`config.mk`:
```
export PLATFORM = sky130hd
export DESIGN_NAME = seven_seg_scan_ctrl
export DESIGN_NICKNAME = d
export VERILOG_FILES = /design/src/rtl/seven_seg_scan_ctrl.sv
export SDC_FILE = /design/constraint.sdc
export NUM_CORES = 1
export LEC_CHECK = 0
export CAP_MARGIN = 20
export CORE_UTILIZATION = 47
export CTS_CLUSTER_DIAMETER = 100
export CTS_CLUSTER_SIZE = 24
export DETAILED_ROUTE_END_ITERATION = 7
export HOLD_SLACK_MARGIN = 0.06
export PLACE_DENSITY = 0.68
export SYNTH_ARGS = -nofsm -noshare
export SYNTH_HDL_FRONTEND = slang
export SYNTH_SLANG_ARGS = --single-unit
```
`constraint.sdc`:
```
create_clock -name clk -period 6.8 [get_ports clk]
set_clock_uncertainty 0.15 [all_clocks]
set_input_delay 1.36 -clock clk [delete_from_list [all_inputs] [get_ports clk]]
set_output_delay 1.36 -clock clk [all_outputs]
set_load 0.01 [all_outputs]
```
`src/rtl/seven_seg_scan_ctrl.sv`:
```
// seven_seg_scan_ctrl: time-multiplexed scan controller for an N-digit
// common-enable 7-segment display with one shared hex decoder.
// Each digit slot is a blanking gap followed by a show window. The display
// value is double-buffered and committed only at frame boundaries.
// Optional build macro: LEADING_ZERO_BLANK_EN (suppress leading zero digits).
//
// state | meaning
// ------+-----------------------------------------------------------
// IDLE  | scan disabled, all digits off, idx held at 0
// BLANK | all digits off, hex_out/dp_out already present digit idx
// SHOW  | digit_en[idx] on for SCAN_DIV-BLANK_CYCLES cycles

module seven_seg_scan_ctrl #(
    parameter int NUM_DIGITS   = 4,
    parameter int SCAN_DIV     = 1000,
    parameter int BLANK_CYCLES = 16
) (
    input  logic                    clk,
    input  logic                    rst_n,
    input  logic                    enable,
    input  logic                    load,
    input  logic [4*NUM_DIGITS-1:0] value,
    input  logic [NUM_DIGITS-1:0]   dp_in,
    output logic [3:0]              hex_out,
    output logic [NUM_DIGITS-1:0]   digit_en,
    output logic                    dp_out,
    output logic                    update_ack,
    output logic                    frame_done
);

    localparam int IDX_W = (NUM_DIGITS > 1) ? $clog2(NUM_DIGITS) : 1;
    localparam int CNT_W = $clog2(SCAN_DIV + 1);
    localparam logic [CNT_W-1:0] BLANK_LOAD = CNT_W'(BLANK_CYCLES - 1);
    localparam logic [CNT_W-1:0] SHOW_LOAD  = CNT_W'(SCAN_DIV - BLANK_CYCLES - 1);
    localparam logic [IDX_W-1:0] LAST_IDX   = IDX_W'(NUM_DIGITS - 1);

    typedef enum logic [1:0] {IDLE, BLANK, SHOW} state_t;

    state_t                  state, state_nxt;
    logic [IDX_W-1:0]        idx, idx_nxt;
    logic [CNT_W-1:0]        cnt, cnt_nxt;
    logic [4*NUM_DIGITS-1:0] shadow_val, shadow_val_nxt, active_val, active_val_nxt;
    logic [NUM_DIGITS-1:0]   shadow_dp, shadow_dp_nxt, active_dp, active_dp_nxt;
    logic                    pending, pending_nxt;
    logic                    enter_blank, commit, hide;
    logic [3:0]              hex_nxt;
    logic                    dp_nxt, ack_nxt, fd_nxt;
    logic [NUM_DIGITS-1:0]   en_nxt;

    // Slot sequencing: down-counter reloaded on every state entry, advances at zero.
    always_comb begin
        state_nxt = state;
        idx_nxt   = idx;
        cnt_nxt   = cnt;
        if (!enable) begin
            state_nxt = IDLE;
            idx_nxt   = '0;
            cnt_nxt   = '0;
        end else begin
            case (state)
                IDLE: begin
                    state_nxt = BLANK;
                    idx_nxt   = '0;
                    cnt_nxt   = BLANK_LOAD;
                end
                BLANK: begin
                    if (cnt == '0) begin
                        state_nxt = SHOW;
                        cnt_nxt   = SHOW_LOAD;
                    end else begin
                        cnt_nxt = cnt - CNT_W'(1);
                    end
                end
                SHOW: begin
                    if (cnt == '0) begin
                        state_nxt = BLANK;
                        idx_nxt   = (idx == LAST_IDX) ? '0 : idx + IDX_W'(1);
                        cnt_nxt   = BLANK_LOAD;
                    end else begin
                        cnt_nxt = cnt - CNT_W'(1);
                    end
                end
                default: begin
                    state_nxt = IDLE;
                    idx_nxt   = '0;
                    cnt_nxt   = '0;
                end
            endcase
        end
    end

`ifdef LEADING_ZERO_BLANK_EN
    // Hide digit idx when it and every more significant nibble are zero; digit 0 always shows.
    always_comb begin
        hide = (idx_nxt != '0);
        for (int k = 0; k < NUM_DIGITS; k++) begin
            if ((IDX_W'(k) >= idx_nxt) && (active_val[4*k +: 4] != 4'h0)) hide = 1'b0;
        end
    end
`else
    assign hide = 1'b0;
`endif

    // Buffer management and next values for the registered outputs.
    always_comb begin
        enter_blank    = (state_nxt == BLANK) && (state != BLANK);
        commit         = enter_blank && (idx_nxt == '0);
        shadow_val_nxt = shadow_val;
        shadow_dp_nxt  = shadow_dp;
        active_val_nxt = active_val;
        active_dp_nxt  = active_dp;
        pending_nxt    = pending;
        ack_nxt        = 1'b0;
        if (commit && (load || pending)) begin
            // A load coinciding with the frame boundary goes straight to the active buffer.
            active_val_nxt = load ? value : shadow_val;
            active_dp_nxt  = load ? dp_in : shadow_dp;
            pending_nxt    = 1'b0;
            ack_nxt        = 1'b1;
        end else if (load) begin
            shadow_val_nxt = value;
            shadow_dp_nxt  = dp_in;
            pending_nxt    = 1'b1;
        end

        hex_nxt = hex_out;
        dp_nxt  = dp_out;
        if (enter_blank) begin
            for (int k = 0; k < NUM_DIGITS; k++) begin
                if (idx_nxt == IDX_W'(k)) begin
                    hex_nxt = active_val_nxt[4*k +: 4];
                    dp_nxt  = active_dp_nxt[k];
                end
            end
        end

        en_nxt = '0;
        if ((state_nxt == SHOW) && !hide) begin
            for (int k = 0; k < NUM_DIGITS; k++) begin
                if (idx_nxt == IDX_W'(k)) en_nxt[k] = 1'b1;
            end
        end
        fd_nxt = (state_nxt == SHOW) && (idx_nxt == LAST_IDX) && (cnt_nxt == '0);
    end

    // FSM state, digit index and slot counter.
    always_ff @(posedge clk or negedge rst_n) begin
        if (!rst_n) begin
            state <= IDLE;
            idx   <= '0;
            cnt   <= '0;
        end else begin
            state <= state_nxt;
            idx   <= idx_nxt;
            cnt   <= cnt_nxt;
        end
    end

    // Shadow/active display buffers and pending flag.
    always_ff @(posedge clk or negedge rst_n) begin
        if (!rst_n) begin
            shadow_val <= '0;
            shadow_dp  <= '0;
            active_val <= '0;
            active_dp  <= '0;
            pending    <= 1'b0;
        end else begin
            shadow_val <= shadow_val_nxt;
            shadow_dp  <= shadow_dp_nxt;
            active_val <= active_val_nxt;
            active_dp  <= active_dp_nxt;
            pending    <= pending_nxt;
        end
    end

    // Registered outputs.
    always_ff @(posedge clk or negedge rst_n) begin
        if (!rst_n) begin
            hex_out    <= '0;
            dp_out     <= 1'b0;
            digit_en   <= '0;
            update_ack <= 1'b0;
            frame_done <= 1'b0;
        end else begin
            hex_out    <= hex_nxt;
            dp_out     <= dp_nxt;
            digit_en   <= en_nxt;
            update_ack <= ack_nxt;
            frame_done <= fd_nxt;
        end
    end

endmodule

```
==> results of run 1 <==
-- power by group through the flow --
stage / clock network, mW / logic [mW] / registers [mW]
3_5_place_dp: 0 / 0.412 / 0.582
4_1_cts: 0.452 / 0.413 / 0.575
2_1_floorplan: 0 / 0.310 / 0.571
6_report: 0.442 / 0.415 / 0.575
5_1_grt: 0.468 / 0.466 / 0.589
3_3_place_gp: 0 / 0.401 / 0.579
-- stage by stage --
step | total power, mW | cells | setup slack, ps | instance area [µm²]
6_report | 1.431 | 448 | 3248 | 4148
3_3_place_gp | 0.9803 | 429 | 2284 | 3861
2_1_floorplan | 0.8808 | 309 | 3807 | 3485
5_1_grt | 1.523 | 448 | 2925 | 4148
4_1_cts | 1.440 | 445 | 2621 | 4126
3_5_place_dp | 0.9936 | 429 | 2216 | 3861
-- registers in the layout, indices dropped and copies added, names as in the netlist --
| register | count |
|---|---|
| state | 2 |
| digit_en | 4 |
| idx | 2 |
| frame_done | 1 |
| shadow_dp | 4 |
| update_ack | 1 |
| shadow_val | 16 |
| active_val | 16 |
| hex_out | 4 |
| dp_out | 1 |
| pending | 1 |
| cnt | 10 |
| active_dp | 4 |
-- cell type report --
class	count	area (µm²)	share of cell area [%]
multi-input combinational	213	1675	40.39
sequential	66	1652	39.82
timing repair buffer	40	379.1	9.140
clock inverter	6	137.6	3.318
clock buffer	10	127.6	3.077
tap	99	123.9	2.986
inverter	14	52.55	1.267
-- kinds of logic (layout without fill, tap and decap cells) --
kind of cell               Yosys count  in the layout
DFF                                 66             66
AOI/OAI and AO/OA                   81             81
muxes                               41             41
and+or+nand+nor                     79             79
buffers and inverters               30             70
xor gates and xnor gates             5              5
adders and majority gates            7              7
-- critical path: stages (launching register included) --
cell and delay [ps]:
sky130_fd_sc_hd__dfrtp_1 400, sky130_fd_sc_hd__inv_1 140, sky130_fd_sc_hd__ha_1 170, sky130_fd_sc_hd__nor4b_2 370
sky130_fd_sc_hd__nand3_1 320, sky130_fd_sc_hd__a221o_2 560, sky130_fd_sc_hd__o21bai_4 430, sky130_fd_sc_hd__nand2_2 440
sky130_fd_sc_hd__a211oi_2 350, sky130_fd_sc_hd__o31ai_1 100
-- synthesized netlist by cell type, drive strengths merged --
library cell  number  area, µm²
nor2b              3      18.77
inv               14      52.55
a221o              1      11.26
a211oi             2      20.02
nand3              5      42.54
xnor2              3      26.28
or3                1      6.260
nand4              1      6.260
nor4b              2      23.77
a22o               1      8.760
ha                 7      87.58
o41ai              1      27.53
o22ai              1      6.260
mux2              21      315.3
or4                1      7.510
mux2i             20      200.2
clkbuf             5      18.77
nor3b              1      7.510
o221a              4      45.04
o311ai             1      26.28
or4b               1      10.01
xor2               2      17.52
nand2             30      117.6
a2bb2oi            1      15.01
a21oi             24      123.9
buf               11      86.33
a211o              4      38.79
o21ai             29      148.9
nor3               9      50.05
o21bai             2      26.28
nor2              19      71.32
o31ai              2      15.01
a31oi              5      62.56
and2               1      6.260
a21o               2      15.01
and4               1      8.760
nor4               4      52.55
a41oi              1      8.760
dfrtp             66       1652
-- metal layers --
metal  share of wire [%]  vias to the layer above  track usage [%]
met1                  47                     1187            27.22
met4                 1.4                        0            7.185
met2                  48                       55            31.50
li1                    -                     1179                -
met3                 3.7                        9            6.221
met5                   0                        -                0
-- how the worst min path moves through the flow --
stage / startpoint / to / slack, ps / cells past startpoint
6_report: active_val[7] / active_val[7] / 340 / 2
5_1_grt: shadow_val[9] / shadow_val[9] / 370 / 1
4_1_cts: active_val[7] / active_val[7] / 340 / 2
3_5_place_dp: active_val[5] / active_val[5] / 320 / 2
3_3_place_gp: active_val[7] / active_val[7] / 310 / 2
2_1_floorplan: active_val[4] / active_val[4] / 300 / 2
==> results.toml, run 1 <==
[yosys]
synth.mux.area_fraction_pct = 14.79
synthesis.area_um2 = 3485
post_synth_and_or_nand_nor_area_fraction_pct = 12.32
post_synth.cell_area_avg_um2 = 11.28
synth_compound_gate_area_share_pct = 17.20
synth_top_family_by_area = "compound AO/OA/AOI/OAI gates"
synthesis.nets = 340
synthCells = 309
ys_seq_area_share_pct = 47.40
yosys.area_share.xor_xnor_pct = 1.257
synth.yosys.warnings = 0
post_synth_fa_ha_maj_area_fraction_pct = 2.513
ys_types = 55
synth-seq-cells = 66

[clock_network]
cts_post_setup_buffers_inserted = 0
cts-hold-fix-buffers = 0
clkLatencyLatePin_ps = 350
cts.clk_slew.worst_paths_ps = 80
tritoncts.num_buffers = 9
clock_tree.htree_level_count = 3
cts-resized-gates = 0
clock_tree_from_tritoncts = "done"
cts_root_buf = "sky130_fd_sc_hd__clkbuf_8"
sink_count_of_the_clock_tree = 66
clockBufferDepth = 2

[finish]
final_cell_mix = "sky130_fd_sc_hd__dfrtp_1 (66), sky130_fd_sc_hd__clkdlybuf4s50_1 (33), sky130_fd_sc_hd__nand2_1 (28)"
finish.utilization_pct = 57.49
antenna_cells_inserted = 0
synthToLayoutAreaGrowth_pct = 19.03
drive_gt1_share_pct = 20.06
layout_commonest_cell = "sky130_fd_sc_hd__dfrtp_1"
final.fill_count = 632
final_net_count = 375

[power_and_ir_drop]
vdd_ir_drop_max_uv = 156.2
power.switching_mw = 0.4423
internal_power_mw = 0.9890
sw_frac_of_total_pct = 30.90
comb_power_share_pct = 29.0
clockPowerShare_pct = 30.9
power.density_nw_per_um2 = 345.1
static-leakage-power_nw = 1.829
pwr-share-seq_pct = 40.2

[routing]
drt_first_iter_violations = 134
avgViaCountPerCell = 5.424
routedWlPerCell_um = 15.26
drt_pass1_iterations = 7
routed_wirelength_um = 6836
ant_nets = 0
route.vias.total = 2430
drc = 0

[critical_path]
crit_arrival_ps = 3630
timing.rr.end = "dp_out"
rr_worst_depth = 9
worstReg2RegStart = "cnt[0]"
setup.reg_to_reg.worst_slack_ps = 3250
critPathCaptureType = "register"
setup.worst_path.end = "dp_out"
path_class = "register to register"
critical_path_peak_fanout = 32
critPathLaunchType = "register"
cp_startpoint = "cnt[0]"
timing.critical_path.required_ps = 6880

[die]
floorplan.initialDensity_pct = 48.30
ios = 35
die_area_um2 = 7762
rows = 31
die_width_um = 88.11
die_y_um = 88.11
core_region_area_um2 = 7214

[min_path]
timing.hold.worst.class = "register to register"

[timing]
setup_total_negative_slack_ps = 0
timing_worst_slew_pin_value_ps = 838.0
setup_viol = 0
rsz_0062_raised_after_global_routing = "false"
period_share_pct = 52.24
finalHoldWorstSlack_ps = 339.9
maximum_clock_frequency_ghz = 0.2815
slew-limit-headroom_pct = 44.13
timing.final.max_slew_violations = 0
final_period_minus_worst_setup_slack_ps = 3552
hold_viol_final = 0

[placed_design]
gp_routability_congestion = 0.8082
numPortBuffers = 34
dpl.hpwl_um = 4596

[global_routing]
first_global_vias = 2399
initial_antenna_violation_count = 0
grt_usage_pct = 20.37
grt_max_degree = 67
grt-ovfl-total = 0
first_pass_grt_wire_length_um = 11820

[run]
maxCapViolCount = 0

[status]
run_status = "finished, final reports clean"
(Power assumes the default switching activity.)
==> run 2, diff against run 1 <==
Settings changed: PLACE_DENSITY 0.68 to 0.7.
Clock period 6.8 ns to 3.01 ns, I/O delays scaled along.
==> run 2 against run 1 <==
Effect of this change:
- worst hold slack worse by 240 ps
- combinational power increased by 140%
- design area up 2.1%
- flip-flop and latch count is the same
- power is 120% higher
- global-route usage is 0.35 points lower
- fmax rose by 23%
- setup slack worse by 3100 ps
- register-to-register slack lost 3100 ps
- critical path type unchanged
- largest cell class unchanged
==> results.toml, run 2 (same netlist as run 1, synthesis figures left out) <==
[routing]
drt_pass1_iterations = 4
avgViaCountPerCell = 5.447
routed.top_layer = "met4"
drc = 0
met2_wirelength_um = 3318
routed_wirelength_um = 7058
drt_first_iter_violations = 89
routedWlPerCell_um = 15.38
route.met3.wl_um = 345
ant_nets = 0
route.vias.total = 2500
wl_met1_um = 3227

[die]
ios = 35
floorplan.initialDensity_pct = 48.30
core_region_area_um2 = 7214
die_area_um2 = 7762
die_width_um = 88.11
rows = 31
die_y_um = 88.11

[global_routing]
grt_max_degree = 67
initial_antenna_violation_count = 0
grt_usage_pct = 20.02
first_pass_grt_wire_length_um = 11660
grt-ovfl-total = 0
first_global_vias = 2413

[timing]
final_period_minus_worst_setup_slack_ps = 2889
maximum_clock_frequency_ghz = 0.3462
finalHoldWorstSlack_ps = 102.8
post-route-worst-setup-slack_ps = 121.3
slew-limit-headroom_pct = 70.04
setup_total_negative_slack_ps = 0
setup_viol = 0
rsz_0062_raised_after_global_routing = "false"
timing.final.max_slew_violations = 0
hold_viol_final = 0
timing_worst_slew_pin_value_ps = 445.6
period_share_pct = 95.97

[clock_network]
cts_root_buf = "sky130_fd_sc_hd__clkbuf_8"
tritoncts.num_buffers = 9
sink_count_of_the_clock_tree = 66
clock_tree.htree_level_count = 3
clock_tree_from_tritoncts = "done"
cts.clk_slew.worst_paths_ps = 80
clockBufferDepth = 2
clkLatencyLatePin_ps = 350
cts-hold-fix-buffers = 0

[finish]
layout_top_registers = "active_val x16, shadow_val x16, cnt x10"
synthToLayoutAreaGrowth_pct = 21.58
drive_gt1_share_pct = 22.78
final_cell_mix = "sky130_fd_sc_hd__dfrtp_1 (66), sky130_fd_sc_hd__clkdlybuf4s50_1 (33), sky130_fd_sc_hd__nand2_1 (28)"
final.fill_count = 631
antenna_cells_inserted = 0
layout_commonest_cell = "sky130_fd_sc_hd__dfrtp_1"
ff_latch_area_um2 = 1652
post_layout_nonfiller_instances = 459
finish.utilization_pct = 58.72
final_net_count = 386
multi_input_comb_area_um2 = 1679

[status]
run_status = "finished, final reports clean"

[power_and_ir_drop]
power.density_nw_per_um2 = 752.0
pwr-share-seq_pct = 40.9
comb_power_share_pct = 30.7
clockPowerShare_pct = 28.4
vdd_ir_drop_max_uv = 368.5
internal_power_mw = 2.182
sw_frac_of_total_pct = 31.50
power.switching_mw = 1.004
static-leakage-power_nw = 1.877

[placed_design]
dpl_worst_slack_ps = 73.70
dpl.hpwl_um = 4941
numPortBuffers = 34
placed_cells = 442
gp_routability_congestion = 0.8736

[run]
maxCapViolCount = 0

[critical_path]
critical_path_peak_fanout = 10
critPathLaunchType = "register"
path_class = "register to register"
timing.critical_path.required_ps = 3110
critPathCaptureType = "register"
crit_arrival_ps = 2990

[min_path]
timing.hold.worst.class = "input pin to asynchronous set/reset pin"
## run 2: cell count changes in the layout (fill, tap and decap cells not counted)
cell / delta
sky130_fd_sc_hd__clkinv_4: -1
sky130_fd_sc_hd__or4b_1: -1
sky130_fd_sc_hd__buf_4: +12
sky130_fd_sc_hd__bufinv_16: -1
sky130_fd_sc_hd__buf_12: +2
sky130_fd_sc_hd__clkinvlp_4: +2
sky130_fd_sc_hd__or4b_4: +1
sky130_fd_sc_hd__buf_2: -2
sky130_fd_sc_hd__buf_6: -1
## run 2: critical path: stages (launching register included)
cell                        delay [ps]
sky130_fd_sc_hd__dfrtp_1           430
sky130_fd_sc_hd__or4_1             710
sky130_fd_sc_hd__o41ai_4           520
sky130_fd_sc_hd__nor4_4             90
sky130_fd_sc_hd__buf_4             200
sky130_fd_sc_hd__mux2_4            300
sky130_fd_sc_hd__a22o_1            210
sky130_fd_sc_hd__a2bb2oi_2         140
sky130_fd_sc_hd__o31ai_1            60
## run 2: what timing repair did
action	CTS	global route
setup buffers	0	1
gates resized for setup	0	1
hold endpoints to repair	0	0
setup endpoints to repair	0	41
## run 2: layout make-up
type,instances,share of cell area [%]
Timing Repair Buffer,51,11.52
Inverter,14,1.240
Multi-Input combinational cell,213,39.63
Sequential cell,66,38.98
Clock inverter,6,2.688
Tap cell,99,2.924
Clock buffer,10,3.012
## run 2: path summary, 6_finish.rpt
check | start | end | slack [ps] | depth (start not counted)
max | cnt[6] | dp_out | 120 | 8
min | rst_n | cnt[1] | 100 | 2
min in group clk | active_val[6] | active_val[6] | 330 | 2
min reg2reg | active_val[6] | active_val[6] | 330 | 2
max in group asynchronous | rst_n | active_val[1] | 2320 | 2
max reg2reg | cnt[6] | dp_out | 120 | 8
## run 2: metrics by stage
step | area [µm²] | power, mW
after floorplan | 3485 | 1.990
after global placement | 3971 | 2.261
after detailed placement | 3971 | 2.289
after CTS | 4213 | 3.201
after global routing | 4237 | 3.367
final | 4237 | 3.186
## run 2: layer usage
layer	up-vias	global-route usage (%)
li1	1202	-
met1	1216	26.14
met2	66	31.29
met3	16	6.786
met4	0	6.745
met5	-	0
## run 2: power by group through the flow
stage               clock, mW  combinational [mW]  sequential [mW]
CTS                     0.918               0.979             1.30
finish                  0.905               0.977             1.30
detailed placement          0               0.975             1.31
global route            0.956                1.08             1.33
global placement            0               0.950             1.31
floorplan                   0               0.699             1.29
